**src/rtl/ysyx_23060075_trap_ctrl_pkg.sv**
```systemverilog
// Shared constants for the trap/CSR sequencer.
// Holds CSR addresses, request op encodings, mstatus fields and the FSM state type.
package ysyx_23060075_trap_ctrl_pkg;

    localparam logic [11:0] CSR_MSTATUS = 12'h300;
    localparam logic [11:0] CSR_MTVEC   = 12'h305;
    localparam logic [11:0] CSR_MEPC    = 12'h341;
    localparam logic [11:0] CSR_MCAUSE  = 12'h342;

    localparam logic [2:0] OP_CSRRW = 3'd0;
    localparam logic [2:0] OP_CSRRS = 3'd1;
    localparam logic [2:0] OP_CSRRC = 3'd2;
    localparam logic [2:0] OP_ECALL = 3'd4;
    localparam logic [2:0] OP_MRET  = 3'd5;

    localparam int MS_MIE    = 3;
    localparam int MS_MPIE   = 7;
    localparam int MS_MPP_LO = 11;
    localparam int MS_MPP_HI = 12;

    typedef enum logic [3:0] {
        S_IDLE,
        S_ZICSR,
        S_EC_MEPC,
        S_EC_MCAUSE,
        S_EC_MSTATUS,
        S_EC_MTVEC,
        S_MR_MSTATUS,
        S_MR_MEPC,
        S_DONE
    } state_e;

endpackage

```
**src/rtl/ysyx_23060075_trap_ctrl_if.sv**
```systemverilog
// Request/response bundle between the datapath and the trap sequencer.
// master = datapath side, slave = sequencer side.
interface ysyx_23060075_trap_ctrl_if #(
    parameter int ISA_WIDTH      = 32,
    parameter int CSR_ADDR_WIDTH = 12
);
    logic                      req_valid;
    logic                      req_ready;
    logic [2:0]                req_op;
    logic [ISA_WIDTH-1:0]      req_pc;
    logic [ISA_WIDTH-1:0]      req_src;
    logic                      req_src_zero;
    logic [CSR_ADDR_WIDTH-1:0] req_csr_addr;
    logic                      done;
    logic [ISA_WIDTH-1:0]      rd_data;
    logic                      redirect;
    logic [ISA_WIDTH-1:0]      next_pc;
    logic                      illegal;

    modport master (
        output req_valid, req_op, req_pc, req_src,
        output req_src_zero, req_csr_addr,
        input  req_ready, done, rd_data, redirect,
        input  next_pc, illegal
    );

    modport slave (
        input  req_valid, req_op, req_pc, req_src,
        input  req_src_zero, req_csr_addr,
        output req_ready, done, rd_data, redirect,
        output next_pc, illegal
    );
endinterface

```
**src/rtl/ysyx_23060075_trap_ctrl.sv**
```systemverilog
// CSR access sequencer for Zicsr ops, ECALL entry and MRET return.
// Drives the single-port CSR file one access per cycle.
module ysyx_23060075_trap_ctrl
    import ysyx_23060075_trap_ctrl_pkg::*;
#(
    parameter int ISA_WIDTH      = 32,
    parameter int CSR_ADDR_WIDTH = 12,
    parameter int ECALL_CAUSE    = 11
) (
    input  logic                      clk,
    input  logic                      rst,
    ysyx_23060075_trap_ctrl_if.slave  req,
    output logic [CSR_ADDR_WIDTH-1:0] csr_addr,
    output logic [ISA_WIDTH-1:0]      csr_w,
    output logic                      csr_w_en,
    input  logic [ISA_WIDTH-1:0]      csr_r
);

    state_e                    state_q, state_d;
    logic [2:0]                op_q, op_d;
    logic [ISA_WIDTH-1:0]      pc_q, pc_d;
    logic [ISA_WIDTH-1:0]      src_q, src_d;
    logic                      zero_q, zero_d;
    logic [CSR_ADDR_WIDTH-1:0] addr_q, addr_d;
    logic [ISA_WIDTH-1:0]      rd_data_q, rd_data_d;
    logic [ISA_WIDTH-1:0]      next_pc_q, next_pc_d;
    logic                      redir_q, redir_d;
    logic                      ill_q, ill_d;
    logic [ISA_WIDTH-1:0]      ms_ecall, ms_mret;
    logic                      is_zicsr;

    always_ff @(posedge clk or negedge rst) begin
        if (!rst) begin
            state_q   <= S_IDLE;
            op_q      <= '0;
            pc_q      <= '0;
            src_q     <= '0;
            zero_q    <= 1'b0;
            addr_q    <= '0;
            rd_data_q <= '0;
            next_pc_q <= '0;
            redir_q   <= 1'b0;
            ill_q     <= 1'b0;
        end else begin
            state_q   <= state_d;
            op_q      <= op_d;
            pc_q      <= pc_d;
            src_q     <= src_d;
            zero_q    <= zero_d;
            addr_q    <= addr_d;
            rd_data_q <= rd_data_d;
            next_pc_q <= next_pc_d;
            redir_q   <= redir_d;
            ill_q     <= ill_d;
        end
    end

    // Trap entry stacks MIE into MPIE; return restores it. MPP stays M-mode.
    always_comb begin
        ms_ecall                       = csr_r;
        ms_ecall[MS_MPIE]              = csr_r[MS_MIE];
        ms_ecall[MS_MIE]               = 1'b0;
        ms_ecall[MS_MPP_HI:MS_MPP_LO]  = 2'b11;
        ms_mret                        = csr_r;
        ms_mret[MS_MIE]                = csr_r[MS_MPIE];
        ms_mret[MS_MPIE]               = 1'b1;
        ms_mret[MS_MPP_HI:MS_MPP_LO]   = 2'b11;
    end

    assign is_zicsr = (req.req_op == OP_CSRRW) ||
                      (req.req_op == OP_CSRRS) ||
                      (req.req_op == OP_CSRRC);

    always_comb begin
        state_d   = state_q;
        op_d      = op_q;
        pc_d      = pc_q;
        src_d     = src_q;
        zero_d    = zero_q;
        addr_d    = addr_q;
        rd_data_d = rd_data_q;
        next_pc_d = next_pc_q;
        redir_d   = redir_q;
        ill_d     = ill_q;
        csr_addr  = '0;
        csr_w     = '0;
        csr_w_en  = 1'b0;
        unique case (state_q)
            S_IDLE: begin
                if (req.req_valid) begin
                    op_d    = req.req_op;
                    pc_d    = req.req_pc;
                    src_d   = req.req_src;
                    zero_d  = req.req_src_zero;
                    addr_d  = req.req_csr_addr;
                    redir_d = 1'b0;
                    ill_d   = 1'b0;
                    unique case (1'b1)
                        is_zicsr: state_d = S_ZICSR;
                        (req.req_op == OP_ECALL): begin
                            state_d = S_EC_MEPC;
                            redir_d = 1'b1;
                        end
                        (req.req_op == OP_MRET): begin
                            state_d = S_MR_MSTATUS;
                            redir_d = 1'b1;
                        end
                        default: begin
                            state_d   = S_DONE;
                            ill_d     = 1'b1;
                            rd_data_d = '0;
                        end
                    endcase
                end
            end
            S_ZICSR: begin
                csr_addr  = addr_q;
                rd_data_d = csr_r;
                state_d   = S_DONE;
                if (op_q == OP_CSRRW) begin
                    csr_w    = src_q;
                    csr_w_en = 1'b1;
                end else if (op_q == OP_CSRRS) begin
                    csr_w    = csr_r | src_q;
                    csr_w_en = ~zero_q;
                end else begin
                    csr_w    = csr_r & ~src_q;
                    csr_w_en = ~zero_q;
                end
            end
            S_EC_MEPC: begin
                csr_addr = CSR_ADDR_WIDTH'(CSR_MEPC);
                csr_w    = pc_q;
                csr_w_en = 1'b1;
                state_d  = S_EC_MCAUSE;
            end
            S_EC_MCAUSE: begin
                csr_addr = CSR_ADDR_WIDTH'(CSR_MCAUSE);
                csr_w    = ISA_WIDTH'(ECALL_CAUSE);
                csr_w_en = 1'b1;
                state_d  = S_EC_MSTATUS;
            end
            S_EC_MSTATUS: begin
                csr_addr = CSR_ADDR_WIDTH'(CSR_MSTATUS);
                csr_w    = ms_ecall;
                csr_w_en = 1'b1;
                state_d  = S_EC_MTVEC;
            end
            S_EC_MTVEC: begin
                csr_addr  = CSR_ADDR_WIDTH'(CSR_MTVEC);
                next_pc_d = csr_r & ~(ISA_WIDTH'(3));
                rd_data_d = '0;
                state_d   = S_DONE;
            end
            S_MR_MSTATUS: begin
                csr_addr = CSR_ADDR_WIDTH'(CSR_MSTATUS);
                csr_w    = ms_mret;
                csr_w_en = 1'b1;
                state_d  = S_MR_MEPC;
            end
            S_MR_MEPC: begin
                csr_addr  = CSR_ADDR_WIDTH'(CSR_MEPC);
                next_pc_d = csr_r;
                rd_data_d = '0;
                state_d   = S_DONE;
            end
            S_DONE:  state_d = S_IDLE;
            default: state_d = S_IDLE;
        endcase
    end

    assign req.req_ready = (state_q == S_IDLE);
    assign req.done      = (state_q == S_DONE);
    assign req.redirect  = (state_q == S_DONE) & redir_q;
    assign req.illegal   = (state_q == S_DONE) & ill_q;
    assign req.rd_data   = rd_data_q;
    assign req.next_pc   = next_pc_q;

endmodule

```
**src/flat_wrapper.sv**
```systemverilog
// flat-port wrapper written by rule: the top's interface ports become plain ports
module ysyx_23060075_trap_ctrl_flat import ysyx_23060075_trap_ctrl_pkg::*;
#(
    parameter int ISA_WIDTH      = 32,
    parameter int CSR_ADDR_WIDTH = 12,
    parameter int ECALL_CAUSE    = 11
)
  (clk, rst, csr_addr, csr_w, csr_w_en, csr_r, req_req_valid, req_req_op, req_req_pc, req_req_src, req_req_src_zero, req_req_csr_addr, req_req_ready, req_done, req_rd_data, req_redirect, req_next_pc, req_illegal);
  ysyx_23060075_trap_ctrl_if #(.ISA_WIDTH(ISA_WIDTH), .CSR_ADDR_WIDTH(CSR_ADDR_WIDTH)) req_i ();
  input  logic clk;
  input  logic rst;
  output logic [CSR_ADDR_WIDTH-1:0] csr_addr;
  output logic [ISA_WIDTH-1:0] csr_w;
  output logic csr_w_en;
  input  logic [ISA_WIDTH-1:0] csr_r;
  input wire logic [$bits(req_i.req_valid)-1:0] req_req_valid;
  input wire logic [$bits(req_i.req_op)-1:0] req_req_op;
  input wire logic [$bits(req_i.req_pc)-1:0] req_req_pc;
  input wire logic [$bits(req_i.req_src)-1:0] req_req_src;
  input wire logic [$bits(req_i.req_src_zero)-1:0] req_req_src_zero;
  input wire logic [$bits(req_i.req_csr_addr)-1:0] req_req_csr_addr;
  output wire logic [$bits(req_i.req_ready)-1:0] req_req_ready;
  output wire logic [$bits(req_i.done)-1:0] req_done;
  output wire logic [$bits(req_i.rd_data)-1:0] req_rd_data;
  output wire logic [$bits(req_i.redirect)-1:0] req_redirect;
  output wire logic [$bits(req_i.next_pc)-1:0] req_next_pc;
  output wire logic [$bits(req_i.illegal)-1:0] req_illegal;
  assign req_i.req_valid = req_req_valid;
  assign req_i.req_op = req_req_op;
  assign req_i.req_pc = req_req_pc;
  assign req_i.req_src = req_req_src;
  assign req_i.req_src_zero = req_req_src_zero;
  assign req_i.req_csr_addr = req_req_csr_addr;
  assign req_req_ready = req_i.req_ready;
  assign req_done = req_i.done;
  assign req_rd_data = req_i.rd_data;
  assign req_redirect = req_i.redirect;
  assign req_next_pc = req_i.next_pc;
  assign req_illegal = req_i.illegal;
  ysyx_23060075_trap_ctrl #(.ISA_WIDTH(ISA_WIDTH), .CSR_ADDR_WIDTH(CSR_ADDR_WIDTH), .ECALL_CAUSE(ECALL_CAUSE)) u_core (.clk(clk), .rst(rst), .req(req_i), .csr_addr(csr_addr), .csr_w(csr_w), .csr_w_en(csr_w_en), .csr_r(csr_r));
endmodule
```
**config.mk**
```make
export PLATFORM = sky130hd
export DESIGN_NAME = ysyx_23060075_trap_ctrl_flat
export DESIGN_NICKNAME = d
export VERILOG_FILES = /design/src/rtl/ysyx_23060075_trap_ctrl_pkg.sv /design/src/rtl/ysyx_23060075_trap_ctrl_if.sv /design/src/rtl/ysyx_23060075_trap_ctrl.sv /design/src/flat_wrapper.sv
export SDC_FILE = /design/constraint.sdc
export NUM_CORES = 1
export LEC_CHECK = 0
export CORE_MARGIN = 4
export CORE_UTILIZATION = 50
export CTS_CLUSTER_DIAMETER = 150
export CTS_CLUSTER_SIZE = 8
export DETAILED_ROUTE_END_ITERATION = 6
export PLACE_DENSITY = 0.83
export SLEW_MARGIN = 20
export SYNTH_ARGS = -nofsm -noshare
export SYNTH_HDL_FRONTEND = slang
export SYNTH_SLANG_ARGS = --single-unit
```
**constraint.sdc**
```tcl
create_clock -name clk -period 3.48 [get_ports clk]
set_input_delay 0.87 -clock clk [delete_from_list [all_inputs] [get_ports clk]]
set_output_delay 0.87 -clock clk [all_outputs]
set_load 0.02 [all_outputs]
```
==> results of run 1 <==
==> kinds of logic after synthesis <==
logic type / count (synthesis) / synth area share
and+or+nand+nor: 161 / 0.118
DFF: 150 / 0.533
AOI/OAI and AO/OA: 145 / 0.133
muxes: 111 / 0.178
buffers and inverters: 54 / 0.0384
==> sequential cells by signal, indices dropped and copies added, names as in the netlist <==
name / flops
u_core.src_q: 32
u_core.op_q: 3
u_core.req.rd_data: 32
u_core.pc_q: 32
u_core.state_q: 4
u_core.zero_q: 1
u_core.ill_q: 1
u_core.req.next_pc: 32
u_core.addr_q: 12
u_core.redir_q: 1
==> path summary, 6_finish.rpt <==
| kind | start | endpoint |
|---|---|---|
| hold reg to reg | u_core.req.next_pc[0] | u_core.req.next_pc[0] |
| setup reg to reg | u_core.state_q[3] | u_core.req.rd_data[4] |
| min in group clk | u_core.req.next_pc[0] | u_core.req.next_pc[0] |
| setup / recovery | u_core.state_q[2] | csr_addr[11] |
| max in group asynchronous | rst | u_core.pc_q[2] |
| hold / removal | rst | u_core.addr_q[3] |
==> final cells by class <==
type	instances	area, um2	share of cell area
clock buffer	25	536	0.0526
sequential	150	3750	0.369
clock inverter	7	113	0.0111
multi-input combinational	417	3050	0.299
timing repair buffer	247	2490	0.244
tap	180	225	0.0221
inverter	3	15.0	0.00148
==> metal layers <==
metal | vias up | part of all wire
li1 | 2656 | -
met1 | 2976 | 0.40
met2 | 284 | 0.50
met3 | 50 | 0.073
met4 | 0 | 0.028
met5 | - | 0
==> cell usage in the layout, fill, tap and decap left out, types with 16 or more instances in the layout <==
cell / instances
o21ai_0: 31
dlymetal6s2s_1: 18
nand2_1: 71
nor2b_1: 35
dfrtp_1: 149
and2_1: 29
mux2_2: 111
clkbuf_16: 17
a22oi_1: 37
a31oi_1: 22
o22ai_1: 31
buf_4: 16
clkdlybuf4s50_1: 197
==> power by group <==
part	switching, mW	internal [mW]
sequential	0.508	2.59
clock	0.695	1.28
combinational	2.52	2.31
==> metrics by stage <==
stage | power [mW] | hold WS, ps | area, um2 | worst slack, ps
finish | 9.90 | 460 | 10200 | 92.0
global route | 10.4 | 506 | 10200 | -15.0
CTS | 9.95 | 479 | 10100 | 4.11
detailed placement | 7.95 | 478 | 9480 | 20.8
global placement | 7.79 | 470 | 9480 | 5.61
floorplan | 5.92 | 448 | 7040 | 737
==> critical path, cell delays in order (launching register included) <==
cell             delay [ps]
dfrtp_2                 410
buf_4                   270
nor4b_2                 370
buf_12                  280
and2_1                  160
clkdlybuf4s50_1         600
==> summary.md, run 1 <==
| Metric | Value |
|---|---|
| Count leader, synth | dfrtp_1 |
| Synthesized net count | 736 |
| Number of cell rows | 43 |
| Mean number of vias per cell | roughly 5.8 |
| DRC violations left | 0 |
| Antenna viol nets, final | 0 |
| CP Launch Type | flip-flop |
| Total number of vias | 5,966 |
| Layout cell share with drive strength beyond 1 | 0.207 |
| Initial antenna violation count | 0 |
| Post-synth top area share | 0.533 |
| Gp weighted congestion | between 0.8 and 0.9 |
| Post-DP HPWL | about 14,000 um |
| CTS Buf Count | 17 |
| NumNets Final | around 950 |
| Max-Cap Viols | 0 |
| Critical path arrival | around 2500 ps |
| Met1 usage | 0.327 |
| Clock transition at path regs | 60 ps |
| Finished Core Util | 0.736 |
| Hold buffer count at CTS | 0 |
| DIE HEIGHT | about 130 um |
| Top post-synthesis cells by count | dfrtp_1, mux2_2, nand2_1, a22oi_1, nor2b_1 |
| Vias in the first global route | around 6,400 |
| Boundary pin count | about 230 |
| Initial DRC Count | roughly 470 |
| Crit-path max FO | 38 |
| GR Util met3 | 0.0657 |
| Final hold viol count | 0 |
| Root Driver | clkbuf_16 |
| Ys async rst share | 1.00 |
| Measured slew at the worst slew-check pin | roughly 740 ps |
| CP Capture Type | output pin |
| IO buf count | ~230 |
| Setup bufs post-CTS | 0 |
| Pre-Repair DR Iteration Count | 5 |
| CP required | 2610 ps |
| Area growth, synth to finish | 44.5% |
| Final wirelength | ~21,000 um |
| RSZ-0062 raised after global routing | yes |
| Htree depth | 4 |
| Most area-consuming cells after synthesis | dfrtp_1, mux2_2, a22oi_1 |
| Maximum clock insertion buffer count | 2 |
| Clk_lat worst skew | 420 ps |
| Post-synth cell types | 38 |
| Slew HR | 0.506 |
| Setup Crit Path Kind | flip-flop to output pin |
| PostCTS Resize Cnt | 14 |
| Post-synthesis cell area | 7040 um2 |
| Register-to-Register Path Depth | 5 |
| Synth Register Bits | 150 |
| Pwr per Cell Area | 973 nW/um2 |
| R2r setup slk | approximately 1300 ps |
| Fmax | just under 300 MHz |
| Synth warnings | 0 |
| Status | finished, final reports clean |
| Worst Clk Skew | 4.49 ps |
| Cell count after synthesis | approximately 620 |
| Yosys top cell by area | dfrtp_1 |
| Avg WL per Cell | between 20 and 25 um |
| EDFF count, synth | 0 |
| Die width | approximately 130 um |
| Peak supply drop | 0.000679 V |
| TNS Setup | 0 ps |
| Dominant synthesized flop cell | dfrtp_1 |
| Crit share post-route | 0.974 |
| Initial cell density of the core | 0.509 |
| Met2 GRT Util | 0.450 |
| DIE AREA | 16,000 um2 |
| Final std cells w/o fill | approximately 1,000 |
| Mean post-synth cell area | approximately 11 um2 |
| # diodes | 0 |
| CORE AREA | 13,800 um2 |
| Dpl cells | approximately 1,000 |
| Min-Delay Path Class | input pin to async pin |
| Minimum clock period | between 3000 and 4000 ps |
| Total grt overflow | 0 |
| TritonCTS clock tree | built |
| Pin count of the biggest net entering global routing | between 70 and 80 |
| All-Layer GR Usage | 0.267 |
| Sequential area share after synthesis | 0.533 |
| Wire length of the first global-routing pass | between 30,000 and 40,000 um |
| Slew Limit Fails | 0 |
| Layout fillers | 903 |
| Leak | 4.46 nW |
| Busiest layer in global routing | met2 |
| Final setup fails | 0 |
| Clock Sinks | 150 |
Power figures use the tool's default switching activity.
==> inputs of run 2 (changes only) <==
--- a/config.mk
+++ b/config.mk
@@ -7,9 +7,9 @@
 export LEC_CHECK = 0
 export CORE_MARGIN = 4
-export CORE_UTILIZATION = 50
+export CORE_UTILIZATION = 35
 export CTS_CLUSTER_DIAMETER = 150
 export CTS_CLUSTER_SIZE = 8
 export DETAILED_ROUTE_END_ITERATION = 6
-export PLACE_DENSITY = 0.83
+export PLACE_DENSITY = 0.61
 export SLEW_MARGIN = 20
 export SYNTH_ARGS = -nofsm -noshare
==> constraint.sdc (replaced) <==
create_clock -name clk -period 3.48 [get_ports clk]
set_input_delay 0.87 -clock clk [delete_from_list [all_inputs] [get_ports clk]]
set_output_delay 0.87 -clock clk [all_outputs]
set_load 0.005 [all_outputs]
==> summary.md, run 2 (same netlist as run 1, synthesis figures left out) <==
| Metric | Value |
|---|---|
| Status | finished, final reports clean |
| Net Sw Power | 3.17 mW (-15%) |
| Gp weighted congestion | 0.851 (-3.5%) |
| DIE AREA | 22,500 um2 (+40%) |
| Logic pwr share | 0.476 (-0.012) |
| Maximum clock insertion buffer count | 2 (unchanged) |
| Top delay family on crit path | buffers and inverters |
| TritonCTS clock tree | built |
| CP max stage delay | 600 ps (about the same) |
| Final setup fails | 0 (unchanged) |
| Critical path arrival | 2520 ps (about the same) |
| Crit-path max FO | 20 (-47%) |
| Buf/Inv on CP | 2 (-1) |
| Initial cell density of the core | 0.358 (-0.151) |
| Mean number of vias per cell | 5.17 (-11%) |
| Clock transition at path regs | 60 ps (about the same) |
| Commonest non-fill, non-tap cell in the layout | clkdlybuf4s50_1 |
| Worst-path cell chain | or4b_4, buf_4, o22ai_2, clkdlybuf4s50_1 |
| Register share of total power | 0.340 (+0.027) |
| Most frequent cells in the layout | clkdlybuf4s50_1, dfrtp_1, mux2_2 |
| Fmax | 295 MHz (-0.19%) |
| Antenna viol nets, final | 0 (unchanged) |
| Layout cell share with drive strength beyond 1 | 0.211 (+0.00322) |
| Worst Clk Skew | 8.15 ps (+3.66 ps) |
| Root Driver | clkbuf_16 |
| Crit share post-route | 0.975 (+0.00182) |
| Clock Sinks | 150 (unchanged) |
| Min-Delay Path Class | flip-flop to flip-flop |
| Leak | 4.09 nW (-8.3%) |
| Peak supply drop | 0.000415 V (-39%) |
| Avg WL per Cell | 20.8 um (+0.54%) |
| Boundary pin count | 228 (unchanged) |
| IO buf count | 227 (unchanged) |
| Clock power frac | 0.184 (-0.015) |
| Initial DRC Count | 238 (-50%) |
| Pre-Repair DR Iteration Count | 4 (-1) |
| Total grt overflow | 0 (unchanged) |
| TNS Setup | 0 ps (unchanged) |
| CTS Buf Count | 17 (unchanged) |
| Final hold viol count | 0 (unchanged) |
| All-Layer GR Usage | 0.206 (-0.0611) |
| Hold Slack | 480 ps (+20.4 ps) |
| Pint | 5.95 mW (-3.7%) |
| Slew Limit Fails | 0 (unchanged) |
| CP Launch Type | flip-flop |
| NumNets Final | 957 (+0.63%) |
| Slew HR | 0.448 (-0.0581) |
| Htree depth | 4 (unchanged) |
| Dpl cells | 1,083 (+8.6%) |
| Minimum clock period | 3390 ps (+6.32 ps) |
| Post-DP HPWL | 15,300 um (+9.7%) |
| Measured slew at the worst slew-check pin | 828 ps (+87.2 ps) |
| Max-Cap Viols | 0 (unchanged) |
| Number of cell rows | 51 (+19%) |
| Pwr per Cell Area | 892 nW/um2 (-8.3%) |
| Final wirelength | 23,300 um (+9.5%) |
| Finished Core Util | 0.520 (-0.216) |
| Vias in the first global route | 6,302 (-1.1%) |
| Initial antenna violation count | 1 (+1) |
| Max stage delay cell, worst path | or4b_4 |
| Sw Ratio | 0.347 (-0.0283) |
| DRC violations left | 0 (unchanged) |
| CP Capture Type | output pin |
| Total number of vias | 5,796 (-2.8%) |
| Area growth, synth to finish | 45.2% |
| Die width | 150 um (+18%) |
| Wire length of the first global-routing pass | 35,500 um (+5.3%) |
| Setup Crit Path Kind | flip-flop to output pin |
| Final std cells w/o fill | 1,121 (+8.9%) |
| CORE AREA | 19,700 um2 (+42%) |
| RSZ-0062 raised after global routing | yes |
| Pin count of the biggest net entering global routing | 86 (+13%) |
| Clk_lat worst skew | 420 ps (about the same) |
| CP required | 2610 ps (about the same) |
| DIE HEIGHT | 150 um (+18%) |
-- run 2: cell count changes in the layout (fill, tap and decap cells not counted), sizes merged, moves of 3 or more --
cell           delta
buf               +5
bufinv            -3
clkbuf            -4
clkdlybuf4s50    +29
clkinvlp          +5
dlygate4sd2      -11
dlymetal6s2s     -18
-- run 2: final timing paths --
path | from | endpoint | slack (ps) | cells after the start
min | u_core.req.next_pc[1] | u_core.req.next_pc[1] | 480 | 2
max in group asynchronous | rst | u_core.state_q[2] | 2130 | 2
max | u_core.state_q[2] | csr_w[30] | 90 | 4
min in group asynchronous | rst | u_core.req.rd_data[6] | 500 | 1
max reg2reg | u_core.state_q[1] | u_core.req.rd_data[5] | 1260 | 5
min reg2reg | u_core.req.next_pc[1] | u_core.req.next_pc[1] | 480 | 2
-- run 2: stage by stage --
step	area, um2	setup slack, ps	total power, mW
4_1_cts	10200	43.6	9.17
6_report	10200	85.7	9.12
5_1_grt	10200	-5.14	9.70
2_1_floorplan	7040	1130	5.25
3_3_place_gp	9630	82.7	7.30
3_5_place_dp	9630	73.7	7.42
-- run 2: routing by layer --
metal / GRT usage / up-vias / routed length, um
met4: 0.0608 / 0 / 297
met1: 0.267 / 2916 / 10100
met5: 0 / - / 0
met3: 0.0600 / 21 / 1650
li1: - / 2667 / -
met2: 0.334 / 192 / 11300
-- run 2: power by group through the flow --
stage          Sequential [mW]  Clock, mW  Combinational [mW]
6_report                  3.10       1.68                4.34
5_1_grt                   3.20       1.79                4.71
4_1_cts                   3.09       1.71                4.37
3_5_place_dp              3.10          0                4.32
3_3_place_gp              3.06          0                4.25
2_1_floorplan             3.00          0                2.25
-- run 2: what timing repair did --
| action | in CTS | in global routing |
|---|---|---|
| cloned | 1 | 0 |
| hold buffers | 0 | 0 |
| pin swaps | 1 | 0 |
| buffers inserted | 1 | 3 |
| resized for setup | 4 | 1 |
| endpoints found under the setup margin | 2 | 5 |
| endpoints found under the hold margin | 0 | 0 |
-- run 2: worst register-to-register path, stage by stage (launching register included) --
cell	delay [ps]
dfrtp_2	450
buf_6	240
or4_4	590
o21ai_4	380
buf_4	290
o21ai_0	130
-- run 2: cell type report --
type                    count  area, um2
clock buffers              21        450
diodes                      1       2.50
fillers                  1791       9430
flip-flops and latches    150       3760
multi-input cells         418       3060
repair buffers            252       2530
inverters                   3       15.0
clock inverters            11       77.6
well taps                 265        332
==> inputs of run 3 (changes only) <==
CORE_ASPECT_RATIO = 1.2   (was not set)
CORE_MARGIN = not set   (was 4)
==> summary.md, run 3 (same netlist as run 1, synthesis figures left out) <==
| Metric | Value |
|---|---|
| Logic pwr share | 0.466 (-0.010) |
| Dpl cells | 1,080 (-0.28%) |
| Number of cell rows | 56 (+9.8%) |
| Most frequent cells in the layout | clkdlybuf4s50_1, dfrtp_1, mux2_2 |
| Post-DP HPWL | 15,100 um (-1.3%) |
| Final setup fails | 0 (unchanged) |
| Pre-Repair DR Iteration Count | 6 (+2) |
| CP required | 2610 ps (about the same) |
| CP Launch Type | input pin |
| Clock power frac | 0.199 (+0.015) |
| Pwr per Cell Area | 900 nW/um2 (+0.93%) |
| Max stage delay cell, worst path | clkdlybuf4s50_1 |
| Mean number of vias per cell | 5.26 (+1.8%) |
| Antenna viol nets, final | 0 (unchanged) |
| Register-to-Register Path Depth | 5 (unchanged) |
| Measured slew at the worst slew-check pin | 779 ps (-49.8 ps) |
| Worst Clk Skew | 11.3 ps (+3.12 ps) |
| Top delay family on crit path | buffers and inverters |
| Htree depth | 4 (unchanged) |
| Hold buffer count at CTS | 0 (unchanged) |
| Leak | 4.12 nW (+0.72%) |
| DIE AREA | 20,700 um2 (-7.8%) |
| RSZ-0062 raised after global routing | no |
| Maximum clock insertion buffer count | 2 (unchanged) |
| Final wirelength | 22,200 um (-4.8%) |
| CP Capture Type | output pin |
| Max-Cap Viols | 0 (unchanged) |
| Minimum clock period | 3390 ps (-4.10 ps) |
| Final std cells w/o fill | 1,109 (-1.1%) |
| Critical Path Most Common Cell | clkdlybuf4s50_1 |
| Buf/Inv on CP | 2 (unchanged) |
| DRC violations left | 0 (unchanged) |
| # diodes | 0 (-1) |
| Min-Delay Path Class | input pin to async pin |
| Sw Ratio | 0.334 (-0.0134) |
| Crit-path max FO | 4 (-80%) |
| Commonest non-fill, non-tap cell in the layout | clkdlybuf4s50_1 |
| Crit path depth | 5 (+1) |
| Gp weighted congestion | 0.804 (-5.5%) |
| Total number of vias | 5,837 (+0.71%) |
| Net Sw Power | 3.07 mW (-3.0%) |
| Initial antenna violation count | 0 (-1) |
| Total grt overflow | 0 (unchanged) |
| Layout cell share with drive strength beyond 1 | 0.204 (-0.00652) |
| Fmax | 295 MHz (+0.12%) |
| Clk_lat worst skew | 420 ps (about the same) |
| DIE HEIGHT | 157 um (+5.0%) |
| Pint | 6.13 mW (+3.0%) |
| Slew Limit Fails | 0 (unchanged) |
| Critical path arrival | 2520 ps (about the same) |
| Wire length of the first global-routing pass | 34,700 um (-2.2%) |
| TritonCTS clock tree | built |
| Clock Sinks | 150 (unchanged) |
| Layout fillers | 1,735 (-3.1%) |
| Worst-path cell chain | clkdlybuf4s50_1, nor2b_1, a22oi_1, o22ai_1, clkdlybuf4s50_1 |
| Die width | 131 um (-12%) |
| Avg WL per Cell | 20.0 um (-3.8%) |
| CTS Buf Count | 17 (unchanged) |
| Crit share post-route | 0.974 (-0.00118) |
| Root Driver | clkbuf_16 |
| Initial cell density of the core | 0.359 (+0.000640) |
| NumNets Final | 953 (-0.42%) |
| Final hold viol count | 0 (unchanged) |
| All-Layer GR Usage | 0.219 (+0.0138) |
| Vias in the first global route | 6,175 (-2.0%) |
| Pin count of the biggest net entering global routing | 79 (-8.1%) |
| Boundary pin count | 228 (unchanged) |
| Slew HR | 0.481 (+0.0332) |
| IO buf count | 227 (unchanged) |
| Peak supply drop | 0.000419 V (+0.96%) |
| CORE AREA | 19,600 um2 (-0.18%) |
| TNS Setup | 0 ps (unchanged) |
| Register share of total power | 0.335 (-0.005) |
| CP max stage delay | 630 ps (+30 ps) |
| Initial DRC Count | 320 (+34%) |
| Setup Crit Path Kind | input pin to output pin |
| Status | finished, final reports clean |
| Clock transition at path regs | 60 ps (about the same) |
| Area growth, synth to finish | 45.2% (unchanged) |
## run 3: cell types whose count changed in the layout (fill, tap and decap cells not counted), moves of 2 or more
| cell | delta |
|---|---|
| clkinvlp_4 | -6 |
| buf_6 | -2 |
| bufinv_16 | +3 |
| inv_6 | -2 |
| clkinv_4 | +2 |
## run 3: final cells by class
type	count	area (um2)	area share
clock inverter	9	130	0.0127
timing repair buffer	249	2500	0.245
clock buffer	20	447	0.0437
inverter	3	11.3	0.00110
multi-input combinational	417	3050	0.298
tap	261	327	0.0319
sequential	150	3760	0.367
## run 3: what timing repair did
| action | in CTS | in global routing |
|---|---|---|
| setup endpoints to repair | 0 | 3 |
| gates resized for setup | 0 | 2 |
| buffers inserted | 0 | 0 |
## run 3: worst reg2reg max path: stages, from the launching register on
cell	delay (ps)
dfrtp_2	400
buf_4	240
nor2_2	340
nand3_4	420
buf_12	340
mux2_2	320
## run 3: per-stage QoR
| stage | cell area [um2] | setup WS [ps] | utilization | total power, mW | hold WS [ps] |
|---|---|---|---|---|---|
| 2_1_floorplan | 7040 | 1130 | - | 5.25 | 448 |
| 3_3_place_gp | 9630 | 49.9 | 0.491 | 7.28 | 466 |
| 3_5_place_dp | 9630 | 90.8 | 0.491 | 7.41 | 487 |
| 4_1_cts | 10200 | 80.7 | 0.520 | 9.28 | 502 |
| 5_1_grt | 10200 | 45.6 | 0.521 | 9.77 | 511 |
| 6_report | 10200 | 89.8 | 0.521 | 9.20 | 487 |
## run 3: power groups by stage
stage | logic [mW] | registers, mW | clock network (mW)
global route | 4.64 | 3.18 | 1.94
CTS | 4.33 | 3.07 | 1.88
global placement | 4.24 | 3.04 | 0
detailed placement | 4.31 | 3.10 | 0
finish | 4.29 | 3.08 | 1.83
floorplan | 2.25 | 3.00 | 0
## run 3: final timing paths
kind	startpoint	endpoint	slack (ps)
setup / recovery	csr_r[7]	csr_w[7]	90
hold / removal	rst	u_core.addr_q[3]	490
setup reg to reg	u_core.state_q[1]	u_core.src_q[17]	1300
hold reg to reg	u_core.addr_q[11]	u_core.addr_q[11]	500
max in group asynchronous	rst	u_core.req.rd_data[20]	2120
min in group clk	u_core.addr_q[11]	u_core.addr_q[11]	500
## run 3: routing by layer
layer | global-route usage | share of wire | wire length [um] | vias up
met5 | 0 | 0 | 0 | -
met1 | 0.265 | 0.42 | 9260 | 2975
li1 | - | - | - | 2651
met4 | 0.0853 | 0.018 | 403 | 0
met2 | 0.382 | 0.52 | 11600 | 191
met3 | 0.0461 | 0.044 | 974 | 20
